==> config.mk <==
export PLATFORM = sky130hd
export DESIGN_NAME = ula_decoder
export DESIGN_NICKNAME = d
export VERILOG_FILES = /design/src/rtl/ula_decoder_pkg.sv /design/src/rtl/ula_decoder_decode_comb.sv /design/src/rtl/ula_decoder.sv
export SDC_FILE = /design/constraint.sdc
export NUM_CORES = 1
export LEC_CHECK = 0
export ABC_AREA = 1
export CAP_MARGIN = 30
export CELL_PAD_IN_SITES_DETAIL_PLACEMENT = 0
export CELL_PAD_IN_SITES_GLOBAL_PLACEMENT = 2
export CORE_UTILIZATION = 26
export CTS_BUF_LIST = sky130_fd_sc_hd__clkbuf_8 sky130_fd_sc_hd__clkbuf_16
export CTS_CLUSTER_DIAMETER = 200
export CTS_CLUSTER_SIZE = 14
export DETAILED_ROUTE_END_ITERATION = 10
export PLACE_DENSITY = 0.84
export REMOVE_ABC_BUFFERS = 1
export SLEW_MARGIN = 20
export SYNTH_ARGS = -nofsm -noshare
export SYNTH_HDL_FRONTEND = slang
export SYNTH_SLANG_ARGS = --single-unit
==> constraint.sdc <==
create_clock -name clk -period 1.79 [get_ports clk]
set_input_delay 0.2685 -clock clk [delete_from_list [all_inputs] [get_ports clk]]
set_output_delay 0.2685 -clock clk [all_outputs]
set_load 0.01 [all_outputs]
==> src/rtl/ula_decoder_pkg.sv <==
// Shared opcode and ULA operation-code constants plus the decoded bundle type.
// Used by the decoder, the ULA and the control unit.
package ula_decoder_pkg;

   localparam logic [6:0] OP_R      = 7'b0110011;
   localparam logic [6:0] OP_I      = 7'b0010011;
   localparam logic [6:0] OP_LOAD   = 7'b0000011;
   localparam logic [6:0] OP_STORE  = 7'b0100011;
   localparam logic [6:0] OP_BRANCH = 7'b1100011;

   localparam logic [2:0] ULA_ADD = 3'b000;
   localparam logic [2:0] ULA_SUB = 3'b001;
   localparam logic [2:0] ULA_AND = 3'b010;
   localparam logic [2:0] ULA_OR  = 3'b011;
   localparam logic [2:0] ULA_XOR = 3'b100;
   localparam logic [2:0] ULA_SLT = 3'b101;
   localparam logic [2:0] ULA_SLL = 3'b110;
   localparam logic [2:0] ULA_SRL = 3'b111;

   typedef struct packed {
      logic [2:0] ula_control;
      logic       src_b_imm;
      logic       reg_write;
      logic       is_branch;
      logic       branch_on_z;
      logic       illegal;
   } bundle_t;

   // Arithmetic funct3 map shared by R-type and I-ALU; returns {illegal, ula_code}.
   function automatic logic [3:0] alu_map(input logic [2:0] funct3,
                                          input logic       sub_sel,
                                          input logic       arith_shift);
      logic [3:0] res;
      case (funct3)
         3'b000:  res = {1'b0, (sub_sel ? ULA_SUB : ULA_ADD)};
         3'b001:  res = {1'b0, ULA_SLL};
         3'b010:  res = {1'b0, ULA_SLT};
         3'b100:  res = {1'b0, ULA_XOR};
         3'b101:  res = arith_shift ? {1'b1, ULA_ADD} : {1'b0, ULA_SRL};
         3'b110:  res = {1'b0, ULA_OR};
         3'b111:  res = {1'b0, ULA_AND};
         default: res = {1'b1, ULA_ADD};
      endcase
      return res;
   endfunction

endpackage

==> src/rtl/ula_decoder_decode_comb.sv <==
// Purely combinational RV32I field-to-bundle decode for the ULA.
// Branch decode is enabled by defining ULA_DECODER_BRANCH_EN.
module ula_decode_comb
   import ula_decoder_pkg::*;
(
   input  logic [6:0] op,
   input  logic [2:0] funct3,
   input  logic       funct7b5,
   output logic [2:0] ula_control,
   output logic       src_b_imm,
   output logic       reg_write,
   output logic       is_branch,
   output logic       branch_on_z,
   output logic       illegal
);

   logic [3:0] r_map;
   logic [3:0] i_map;

   assign r_map = alu_map(funct3, funct7b5, funct7b5);
   assign i_map = alu_map(funct3, 1'b0, funct7b5);

   always_comb begin
      // NOTE: every output gets a default first so no path leaves it unassigned (no latch).
      ula_control = ULA_ADD;
      src_b_imm   = 1'b0;
      reg_write   = 1'b0;
      is_branch   = 1'b0;
      branch_on_z = 1'b0;
      illegal     = 1'b0;
      case (op)
         OP_R: begin
            {illegal, ula_control} = r_map;
            reg_write              = 1'b1;
         end
         OP_I: begin
            {illegal, ula_control} = i_map;
            src_b_imm              = 1'b1;
            reg_write              = 1'b1;
         end
         OP_LOAD: begin
            src_b_imm = 1'b1;
            reg_write = 1'b1;
         end
         OP_STORE: begin
            src_b_imm = 1'b1;
         end
`ifdef ULA_DECODER_BRANCH_EN
         OP_BRANCH: begin
            ula_control = ULA_SUB;
            is_branch   = 1'b1;
            case (funct3)
               3'b000:  branch_on_z = 1'b1;
               3'b001:  branch_on_z = 1'b0;
               default: illegal     = 1'b1;
            endcase
         end
`endif
         default: illegal = 1'b1;
      endcase
      // An illegal bundle must not steer the datapath.
      if (illegal) begin
         ula_control = ULA_ADD;
         src_b_imm   = 1'b0;
         reg_write   = 1'b0;
         is_branch   = 1'b0;
         branch_on_z = 1'b0;
      end
   end

endmodule

==> src/rtl/ula_decoder.sv <==
// Registered ULA decoder with skid buffer and saturating illegal counter.
// Optional macro ULA_DECODER_BRANCH_EN enables BEQ/BNE decode.
module ula_decoder
   import ula_decoder_pkg::*;
#(
   parameter int CNT_W = 8
) (
   input  logic             clk,
   input  logic             reset,
   input  logic             in_valid,
   output logic             in_ready,
   input  logic [6:0]       op,
   input  logic [2:0]       funct3,
   input  logic             funct7b5,
   output logic             out_valid,
   input  logic             out_ready,
   output logic [2:0]       ula_control,
   output logic             src_b_imm,
   output logic             reg_write,
   output logic             is_branch,
   output logic             branch_on_z,
   output logic             illegal,
   output logic [CNT_W-1:0] illegal_cnt
);

   bundle_t dec;
   bundle_t out_q, out_d;
   bundle_t skid_q, skid_d;
   logic    out_valid_q, out_valid_d;
   logic    skid_valid_q, skid_valid_d;
   logic [CNT_W-1:0] cnt_q, cnt_d;
   logic    accept, drain;

   ula_decode_comb u_decode (
      .op          (op),
      .funct3      (funct3),
      .funct7b5    (funct7b5),
      .ula_control (dec.ula_control),
      .src_b_imm   (dec.src_b_imm),
      .reg_write   (dec.reg_write),
      .is_branch   (dec.is_branch),
      .branch_on_z (dec.branch_on_z),
      .illegal     (dec.illegal)
   );

   assign in_ready = ~skid_valid_q;
   assign accept   = in_valid & in_ready;
   assign drain    = out_valid_q & out_ready;

   always_comb begin
      out_d        = out_q;
      out_valid_d  = out_valid_q;
      skid_d       = skid_q;
      skid_valid_d = skid_valid_q;
      cnt_d        = cnt_q;
      if (skid_valid_q) begin
         // in_ready is low, so only the held skid bundle can move forward.
         if (drain) begin
            out_d        = skid_q;
            skid_valid_d = 1'b0;
         end
      end else if (!out_valid_q || drain) begin
         out_valid_d = accept;
         if (accept) out_d = dec;
      end else if (accept) begin
         skid_d       = dec;
         skid_valid_d = 1'b1;
      end
      if (drain && out_q.illegal && (cnt_q != {CNT_W{1'b1}})) cnt_d = cnt_q + 1'b1;
   end

   // NOTE: data registers are reset too, so bundle outputs read 0 after reset.
   always_ff @(posedge clk or posedge reset) begin
      if (reset) begin
         out_q        <= '0;
         out_valid_q  <= 1'b0;
         skid_q       <= '0;
         skid_valid_q <= 1'b0;
         cnt_q        <= '0;
      end else begin
         // NOTE: non-blocking assignments so all registers update from pre-edge values.
         out_q        <= out_d;
         out_valid_q  <= out_valid_d;
         skid_q       <= skid_d;
         skid_valid_q <= skid_valid_d;
         cnt_q        <= cnt_d;
      end
   end

   assign out_valid   = out_valid_q;
   assign ula_control = out_q.ula_control;
   assign src_b_imm   = out_q.src_b_imm;
   assign reg_write   = out_q.reg_write;
   assign is_branch   = out_q.is_branch;
   assign branch_on_z = out_q.branch_on_z;
   assign illegal     = out_q.illegal;
   assign illegal_cnt = cnt_q;

endmodule

==> results of run 1 <==
## state kept, by name (all words and copies together), names as in the netlist
register and cells:
illegal 1, illegal_cnt 8, out_valid 1, reg_write 1
skid_q 6, skid_valid_q 1, src_b_imm 1, ula_control 3
## layer usage
layer / routed length [um] / up-vias / GRT usage
met5: 0 / - / 0
met4: 40 / 0 / 0.0392
met3: 133 / 5 / 0.0267
met2: 1110 / 32 / 0.186
met1: 1290 / 497 / 0.150
li1: - / 585 / -
## critical path: stages, from the launching register on
cell,delay (ns)
dfrtp_1,0.43
inv_2,0.12
clkdlybuf4s50_1,0.56
## cells by family (layout without fill, tap and decap cells)
| family | count (synthesis) | in the layout | synth area share |
|---|---|---|---|
| and+or+nand+nor | 101 | 101 | 0.344 |
| buffers and inverters | 24 | 55 | 0.0890 |
| DFF | 22 | 22 | 0.435 |
| AOI/OAI and AO/OA | 14 | 14 | 0.0702 |
| xor gates and xnor gates | 7 | 7 | 0.0485 |
| adders and majority gates | 1 | 1 | 0.00989 |
| other | 1 | 2 | 0.00296 |
## final timing paths
| path | start | end | cells after the start |
|---|---|---|---|
| hold / removal | reset | out_valid | 3 |
| hold reg to reg | ula_control[1] | ula_control[1] | 2 |
| max in group asynchronous | reset | ula_control[1] | 3 |
| setup / recovery | skid_valid_q | in_ready | 2 |
| min in group clk | ula_control[1] | ula_control[1] | 2 |
| setup reg to reg | illegal_cnt[0] | illegal_cnt[2] | 6 |
## through the flow
stage	cell area [um2]	total power, uW	setup slack, ns	std cells
4_1_cts	1660	2040	0.129	256
3_3_place_gp	1610	1730	0.176	253
3_5_place_dp	1610	1730	0.195	253
2_1_floorplan	1230	1300	0.414	167
5_1_grt	1660	2200	0.102	256
6_report	1660	2010	0.158	256
## Yosys cell counts
master / n / area share
nor2_1: 7 / 0.021
o21ai_0: 6 / 0.024
inv_2: 3 / 0.0089
nand2_1: 71 / 0.21
o21ai_2: 2 / 0.014
a21oi_1: 2 / 0.0079
nor3_1: 1 / 0.0040
dfrtp_1: 22 / 0.44
nor2_2: 5 / 0.025
ha_1: 1 / 0.0099
conb_1: 1 / 0.0030
nand4_1: 3 / 0.015
nand2_2: 2 / 0.0099
a21oi_4: 1 / 0.013
nor2_4: 1 / 0.0089
nand3_1: 9 / 0.036
buf_4: 2 / 0.012
or2_4: 1 / 0.0069
o21ai_1: 3 / 0.012
xnor2_1: 5 / 0.035
nor3_2: 1 / 0.0079
buf_6: 2 / 0.018
xor2_1: 2 / 0.014
inv_1: 17 / 0.050
## power by group
part / total, uW / switching [uW] / internal [uW]
clock network: 300 / 150 / 150
registers: 782 / 140 / 642
logic: 923 / 481 / 443
## cell type report
type / count / area share
multi-input cells: 125 / 0.366
flip-flops and latches: 22 / 0.333
repair buffers: 32 / 0.190
inverters: 20 / 0.0454
well taps: 54 / 0.0408
clock buffers: 3 / 0.0249
==> flow_metrics.py, run 1 <==
metrics = {
    "status": {
        "outcome": "complete, no violations",
    },
    "synthesis": {
        "ys_seq_area_frac": 0.435,
        "syn-mean-instance-area_um2": 7.44,
        "synth_cell_types": 24,
        "syn_area_um2": 1260,
        "ys_warn_count": 0,
        "ys_ff_latch": 22,
        "synthCells": 170,
    },
    "sta": {
        "final_max_slew_viol_count": 0,
        "period_share": 0.912,
        "hold_ws_ns": 0.346,
        "fin_worst_skew_ns": 0.00119,
        "hold_viol": 0,
        "fmax_mhz": 613,
        "rsz0062_at_grt": "false",
        "tns_ns": 0,
        "setup_viol": 0,
        "fin_crit_ns": 1.63,
    },
    "cts": {
        "cts_num_sinks": 22,
        "post_cts_resized": 0,
        "cts_setup_buffers": 0,
        "cts_buffer_depth": 2,
        "ctsHoldBuffers": 0,
        "cts_buffers": 3,
        "clk_latency_ns": 0.26,
        "clk_pin_slew_worst_paths_ns": 0.07,
        "cts_tree": "done",
        "cts-root-buf": "clkbuf_8",
        "h-tree-depth": 1,
    },
    "cells_and_area": {
        "fill_cells": 521,
        "syn2layout_area_growth_pct": 30.9,
        "antenna_cells": 0,
        "multi_input_area_um2": 606,
        "fin_util": 0.353,
        "final_nets": 220,
        "final_common_cell": "nand2_1",
        "drive_gt1_frac": 0.104,
        "register_area_um2": 551,
        "most-common-layout-cells": "nand2_1, clkdlybuf4s50_1, dfrtp_1",
    },
    "power_and_ir_drop": {
        "max-vdd-ir-drop_mv": 0.382,
        "powerDensity_nw_per_um2": 1210,
        "leakagePower_uw": 0.000840,
    },
    "drt": {
        "drtIter0Drc": 39,
        "wl_per_cell_um": 10.0,
        "vias": 1119,
        "wl_um": 2570,
        "post_drt_via_cell_ratio": 4.37,
        "antenna_left": 0,
        "first_pass_iters": 4,
        "drc": 0,
    },
    "die": {
        "dieHeight_um": 71.8,
        "die-area_um2": 5150,
        "rows": 25,
        "die_width_um": 71.8,
        "coreArea_um2": 4690,
        "start_util": 0.270,
        "ioPinCount": 33,
    },
    "global_routing": {
        "antenna_found_initial": 0,
        "grt_pass1_wl_um": 4680,
        "gr-usage-all-layers": 0.115,
        "grt_max_degree": 23,
        "overflow": 0,
        "first_global_vias": 1053,
    },
    "critical_path": {
        "critPathKind": "reg2out",
        "start_kind": "flop",
        "critPathRequiredTime_ns": 1.52,
        "end_kind": "primary output",
        "rrSetupSlack_ns": 0.33,
        "path_max_fanout": 4,
        "crit_arrival_ns": 1.36,
    },
    "min_path": {
        "hp-class": "in2async",
    },
    "place": {
        "place.gp.congestion": 0.728,
        "io_buffers": 30,
        "dp.final_hpwl_um": 2020,
    },
    "flow_run": {
        "maxCapViolCount": 0,
    },
}
No activity file was read; power rests on OpenSTA's default activity.
==> inputs of run 2 (changes only) <==
ABC_CLOCK_PERIOD_IN_PS = 1790   (was not set)
CORE_UTILIZATION = 27   (was 26)
CTS_BUF_LIST = sky130_fd_sc_hd__clkbuf_2   (was sky130_fd_sc_hd__clkbuf_8 sky130_fd_sc_hd__clkbuf_16)
PLACE_DENSITY = 0.87   (was 0.84)
==> flow_metrics.py, run 2 (synthesized netlist as in run 1, its figures left out) <==
metrics = {
    "status": {
        "outcome": "complete, no violations",
    },
    "power_and_ir_drop": {
        "pwr-share-comb": 0.495,
        "powerDensity_nw_per_um2": 1160,
        "max-vdd-ir-drop_mv": 0.578,
        "power_switching_uw": 765,
        "switching_share": 0.401,
        "leakagePower_uw": 0.000840,
        "p_int_uw": 1140,
        "p_seq_frac": 0.406,
        "clockPowerShare": 0.099,
    },
    "critical_path": {
        "crit_chain": "clkdlybuf4s50_1",
        "path_max_fanout": 6,
        "worstReg2RegStart": "illegal_cnt[0]",
        "crit_arrival_ns": 1.40,
        "critPathKind": "reg2out",
        "slowest_stage": "clkdlybuf4s50_1",
        "critical_path.top_delay_family": "buffers and inverters",
        "slowest_delay_ns": 0.58,
        "rr_worst_depth": 6,
        "r2r_end": "illegal_cnt[2]",
        "critPathBufInv": 1,
        "start_kind": "flop",
        "critPathRequiredTime_ns": 1.52,
        "rrSetupSlack_ns": 0.31,
        "end_kind": "primary output",
    },
    "die": {
        "die-area_um2": 4960,
        "coreArea_um2": 4410,
        "dieHeight_um": 70.4,
        "start_util": 0.287,
        "ioPinCount": 33,
        "rows": 24,
        "die_width_um": 70.4,
    },
    "cells_and_area": {
        "multi_input_area_um2": 606,
        "design_area_um2": 1640,
        "most-common-layout-cells": "nand2_1, clkdlybuf4s50_1, dfrtp_1",
        "fill_cells": 464,
        "final_nets": 221,
        "drive_gt1_frac": 0.113,
        "largest_reg_flops": 8,
        "register_area_um2": 552,
        "antenna_cells": 0,
        "final_common_cell": "nand2_1",
        "syn2layout_area_growth_pct": 29.5,
    },
    "sta": {
        "period_share": 0.930,
        "hold_ws_ns": 0.250,
        "hold_viol": 0,
        "fin_crit_ns": 1.66,
        "rsz0062_at_grt": "false",
        "final_max_slew_viol_count": 0,
        "setup_viol": 0,
        "fin_worst_skew_ns": 0.00282,
        "tns_ns": 0,
        "fmax_mhz": 601,
    },
    "place": {
        "dp.final_hpwl_um": 2070,
        "io_buffers": 30,
        "place.gp.congestion": 0.769,
        "placed_cell_area_um2": 1610,
    },
    "global_routing": {
        "first_global_vias": 1081,
        "grt_pass1_wl_um": 4740,
        "overflow": 0,
        "grt_max_degree": 23,
        "antenna_found_initial": 0,
        "gr-usage-all-layers": 0.118,
    },
    "min_path": {
        "hp-class": "in2async",
    },
    "cts": {
        "cts-root-buf": "clkbuf_2",
        "ctsHoldBuffers": 0,
        "h-tree-depth": 1,
        "clk_latency_ns": 0.32,
        "cts_buffers": 3,
        "cts_buffer_depth": 2,
        "cts_tree": "done",
        "clk_pin_slew_worst_paths_ns": 0.19,
        "cts_num_sinks": 22,
    },
    "drt": {
        "antenna_left": 0,
        "drc": 0,
        "post_drt_via_cell_ratio": 4.40,
        "wl_per_cell_um": 10.5,
        "first_pass_iters": 4,
        "wl_um": 2690,
        "drtIter0Drc": 46,
        "vias": 1121,
    },
    "flow_run": {
        "maxCapViolCount": 0,
    },
}
run 2: changes by cell type in the layout (fill, tap and decap cells not counted), sizes merged:
cell and change:
buf +1, clkdlybuf4s50 -1, dlymetal6s2s +1
run 2: area by class of cell:
class,instances,share of cell area
multi-input combinational,125,0.370
sequential,22,0.337
inverter,20,0.0458
tap,52,0.0397
clock buffer,3,0.00917
timing repair buffer,33,0.199
run 2: stage by stage:
step,utilization,power (uW),cells,worst slack (ns)
floorplan,-,1300,167,0.414
global route,0.371,2090,255,0.0181
CTS,0.368,1930,254,0.0166
global placement,0.365,1730,251,0.193
detailed placement,0.365,1730,251,0.199
finish,0.371,1910,255,0.125
run 2: what timing repair did:
| item | CTS | global route |
|---|---|---|
| resized for setup | 0 | 2 |
| setup endpoints to repair | 0 | 2 |
| setup buffers | 0 | 1 |
run 2: routing by layer:
metal	GRT usage	vias up	routed length, um
met2	0.213	24	1340
met1	0.140	507	1200
li1	-	588	-
met4	0.0267	0	13
met5	0	-	0
met3	0.0303	2	134
run 2: worst max path at each step:
stage               slack [ns]              to  depth (start not counted)            from
global placement          0.19  illegal_cnt[6]                          7       out_ready
global route              0.02  illegal_cnt[2]                          1  illegal_cnt[2]
floorplan                 0.41  illegal_cnt[2]                          6  illegal_cnt[0]
finish                    0.13  illegal_cnt[2]                          1  illegal_cnt[2]
CTS                       0.02        in_ready                          2    skid_valid_q
detailed placement        0.20         illegal                          6       out_ready
run 2: worst min-delay path: stages:
cell             delay [ns]
clkdlybuf4s50_1        0.39
inv_1                  0.05
buf_4                  0.28
run 2: power by group through the flow:
stage	clock [uW]	sequential, uW	combinational (uW)
after floorplan	0	818	479
after global placement	0	794	936
after detailed placement	0	793	935
after CTS	205	784	942
after global routing	224	797	1070
final	189	774	943
==> inputs of run 3 (changes only) <==
CORE_ASPECT_RATIO = 0.5   (was not set)
==> flow_metrics.py, run 3 (synthesized netlist as in run 1, its figures left out) <==
metrics = {
    "status": {
        "outcome": "complete, no violations",
    },
    "cells_and_area": {
        "fill_cells": 454,
        "antenna_cells": 0,
        "multi_input_area_um2": 606,
        "largest_reg_flops": 8,
        "most-common-layout-cells": "nand2_1, clkdlybuf4s50_1, dfrtp_1",
        "final_nets": 221,
        "syn2layout_area_growth_pct": 30.0,
        "register_area_um2": 551,
        "drive_gt1_frac": 0.108,
        "final_common_cell": "nand2_1",
    },
    "cts": {
        "cts_buffers": 3,
        "cts_buffer_depth": 2,
        "cts-root-buf": "clkbuf_2",
        "ctsHoldBuffers": 0,
        "cts_num_sinks": 22,
        "h-tree-depth": 1,
        "cts_tree": "done",
        "clk_latency_ns": 0.33,
        "clk_pin_slew_worst_paths_ns": 0.21,
    },
    "sta": {
        "rsz0062_at_grt": "false",
        "final_max_slew_viol_count": 0,
        "period_share": 0.950,
        "tns_ns": 0,
        "setup_viol": 0,
        "fin_worst_skew_ns": 0.00383,
        "fmax_mhz": 588,
        "hold_viol": 0,
        "fin_crit_ns": 1.70,
    },
    "power_and_ir_drop": {
        "max-vdd-ir-drop_mv": 0.308,
        "power.total_uw": 1920,
        "p_int_uw": 1140,
        "power_switching_uw": 772,
        "switching_share": 0.403,
        "pwr-share-comb": 0.492,
        "leakagePower_uw": 0.000838,
        "p_seq_frac": 0.402,
        "clockPowerShare": 0.107,
        "powerDensity_nw_per_um2": 1170,
    },
    "global_routing": {
        "grt_pass1_wl_um": 4450,
        "grt_max_degree": 23,
        "antenna_found_initial": 0,
        "first_global_vias": 984,
        "overflow": 0,
        "gr-usage-all-layers": 0.113,
    },
    "critical_path": {
        "r2r_end": "illegal_cnt[6]",
        "rr_worst_depth": 6,
        "slowest_stage": "clkdlybuf4s50_1",
        "crit_chain": "inv_2 -> clkdlybuf4s50_1",
        "critical_path.top_delay_family": "buffers and inverters",
        "critPathRequiredTime_ns": 1.52,
        "critPathBufInv": 2,
        "slowest_delay_ns": 0.55,
        "end_kind": "primary output",
        "start_kind": "flop",
        "critPathKind": "reg2out",
        "worstReg2RegStart": "illegal_cnt[0]",
        "rrSetupSlack_ns": 0.30,
        "crit_arrival_ns": 1.43,
        "path_max_fanout": 5,
    },
    "drt": {
        "wl_per_cell_um": 9.69,
        "drc": 0,
        "post_drt_via_cell_ratio": 4.25,
        "drtIter0Drc": 39,
        "first_pass_iters": 4,
        "vias": 1110,
        "wl_um": 2530,
        "antenna_left": 0,
    },
    "place": {
        "place.gp.congestion": 0.878,
        "io_buffers": 30,
        "dp.final_hpwl_um": 1980,
    },
    "die": {
        "coreArea_um2": 4450,
        "dieHeight_um": 50.4,
        "start_util": 0.285,
        "ioPinCount": 33,
        "rows": 17,
        "die_width_um": 98.8,
        "die-area_um2": 4980,
    },
    "flow_run": {
        "maxCapViolCount": 0,
    },
    "min_path": {
        "hp-class": "in2async",
    },
}
==> run 3: changes by cell type in the layout (fill, tap and decap cells not counted), sizes merged <==
cell / delta
clkdlybuf4s50: +1
clkinv: +1
dlymetal6s2s: -1
==> run 3: per-layer routing <==
metal  routed length, um  GRT usage  part of all wire
met5                   0          0                 0
met4                   0     0.0224                 0
met3                 114     0.0306             0.045
met2                1130      0.185              0.45
met1                1280      0.150              0.51
==> run 3: final cells by class <==
class | count | area share
clock inverters | 1 | 0.00228
flip-flops and latches | 22 | 0.335
inverters | 20 | 0.0457
repair buffers | 33 | 0.196
multi-input cells | 125 | 0.368
clock buffers | 3 | 0.00913
well taps | 57 | 0.0434
==> run 3: worst max path at each step <==
stage                                 to           start  slack [ns]  cells past startpoint
after floorplan           illegal_cnt[2]  illegal_cnt[0]        0.41                      6
after global placement    illegal_cnt[2]       out_ready        0.21                      7
after detailed placement  illegal_cnt[6]       out_ready        0.21                      7
after CTS                       in_ready    skid_valid_q        0.03                      2
after global routing            in_ready    skid_valid_q       0.009                      2
final                           in_ready    skid_valid_q        0.09                      2
==> run 3: metrics by stage <==
step	utilization	hold WS, ns	instance area, um2	cells	worst slack (ns)
6_report	0.370	0.226	1640	261	0.0892
5_1_grt	0.370	0.253	1640	261	0.00898
4_1_cts	0.368	0.235	1640	260	0.0296
3_5_place_dp	0.364	0.464	1620	256	0.206
3_3_place_gp	0.364	0.462	1620	256	0.208
2_1_floorplan	-	0.258	1230	167	0.414
==> run 3: repair_timing <==
item / CTS / global route
gates resized for setup: 0 / 0
endpoints found under the setup margin: 0 / 1
setup buffers: 0 / 1
endpoints found under the hold margin: 0 / 0
==> run 3: power groups by stage <==
stage,combinational [uW],sequential (uW),clock [uW]
final,943,770,204
after detailed placement,934,788,0
after CTS,938,778,212
after floorplan,479,818,0
after global placement,929,787,0
after global routing,1070,797,233
==> run 3: worst reg2reg max path, cell delays in order, from the launching register on <==
cell	delay, ns
dfrtp_1	0.49
ha_1	0.26
nand3_1	0.10
nor2_2	0.06
a21oi_4	0.26
nand2_1	0.11
xnor2_1	0.13
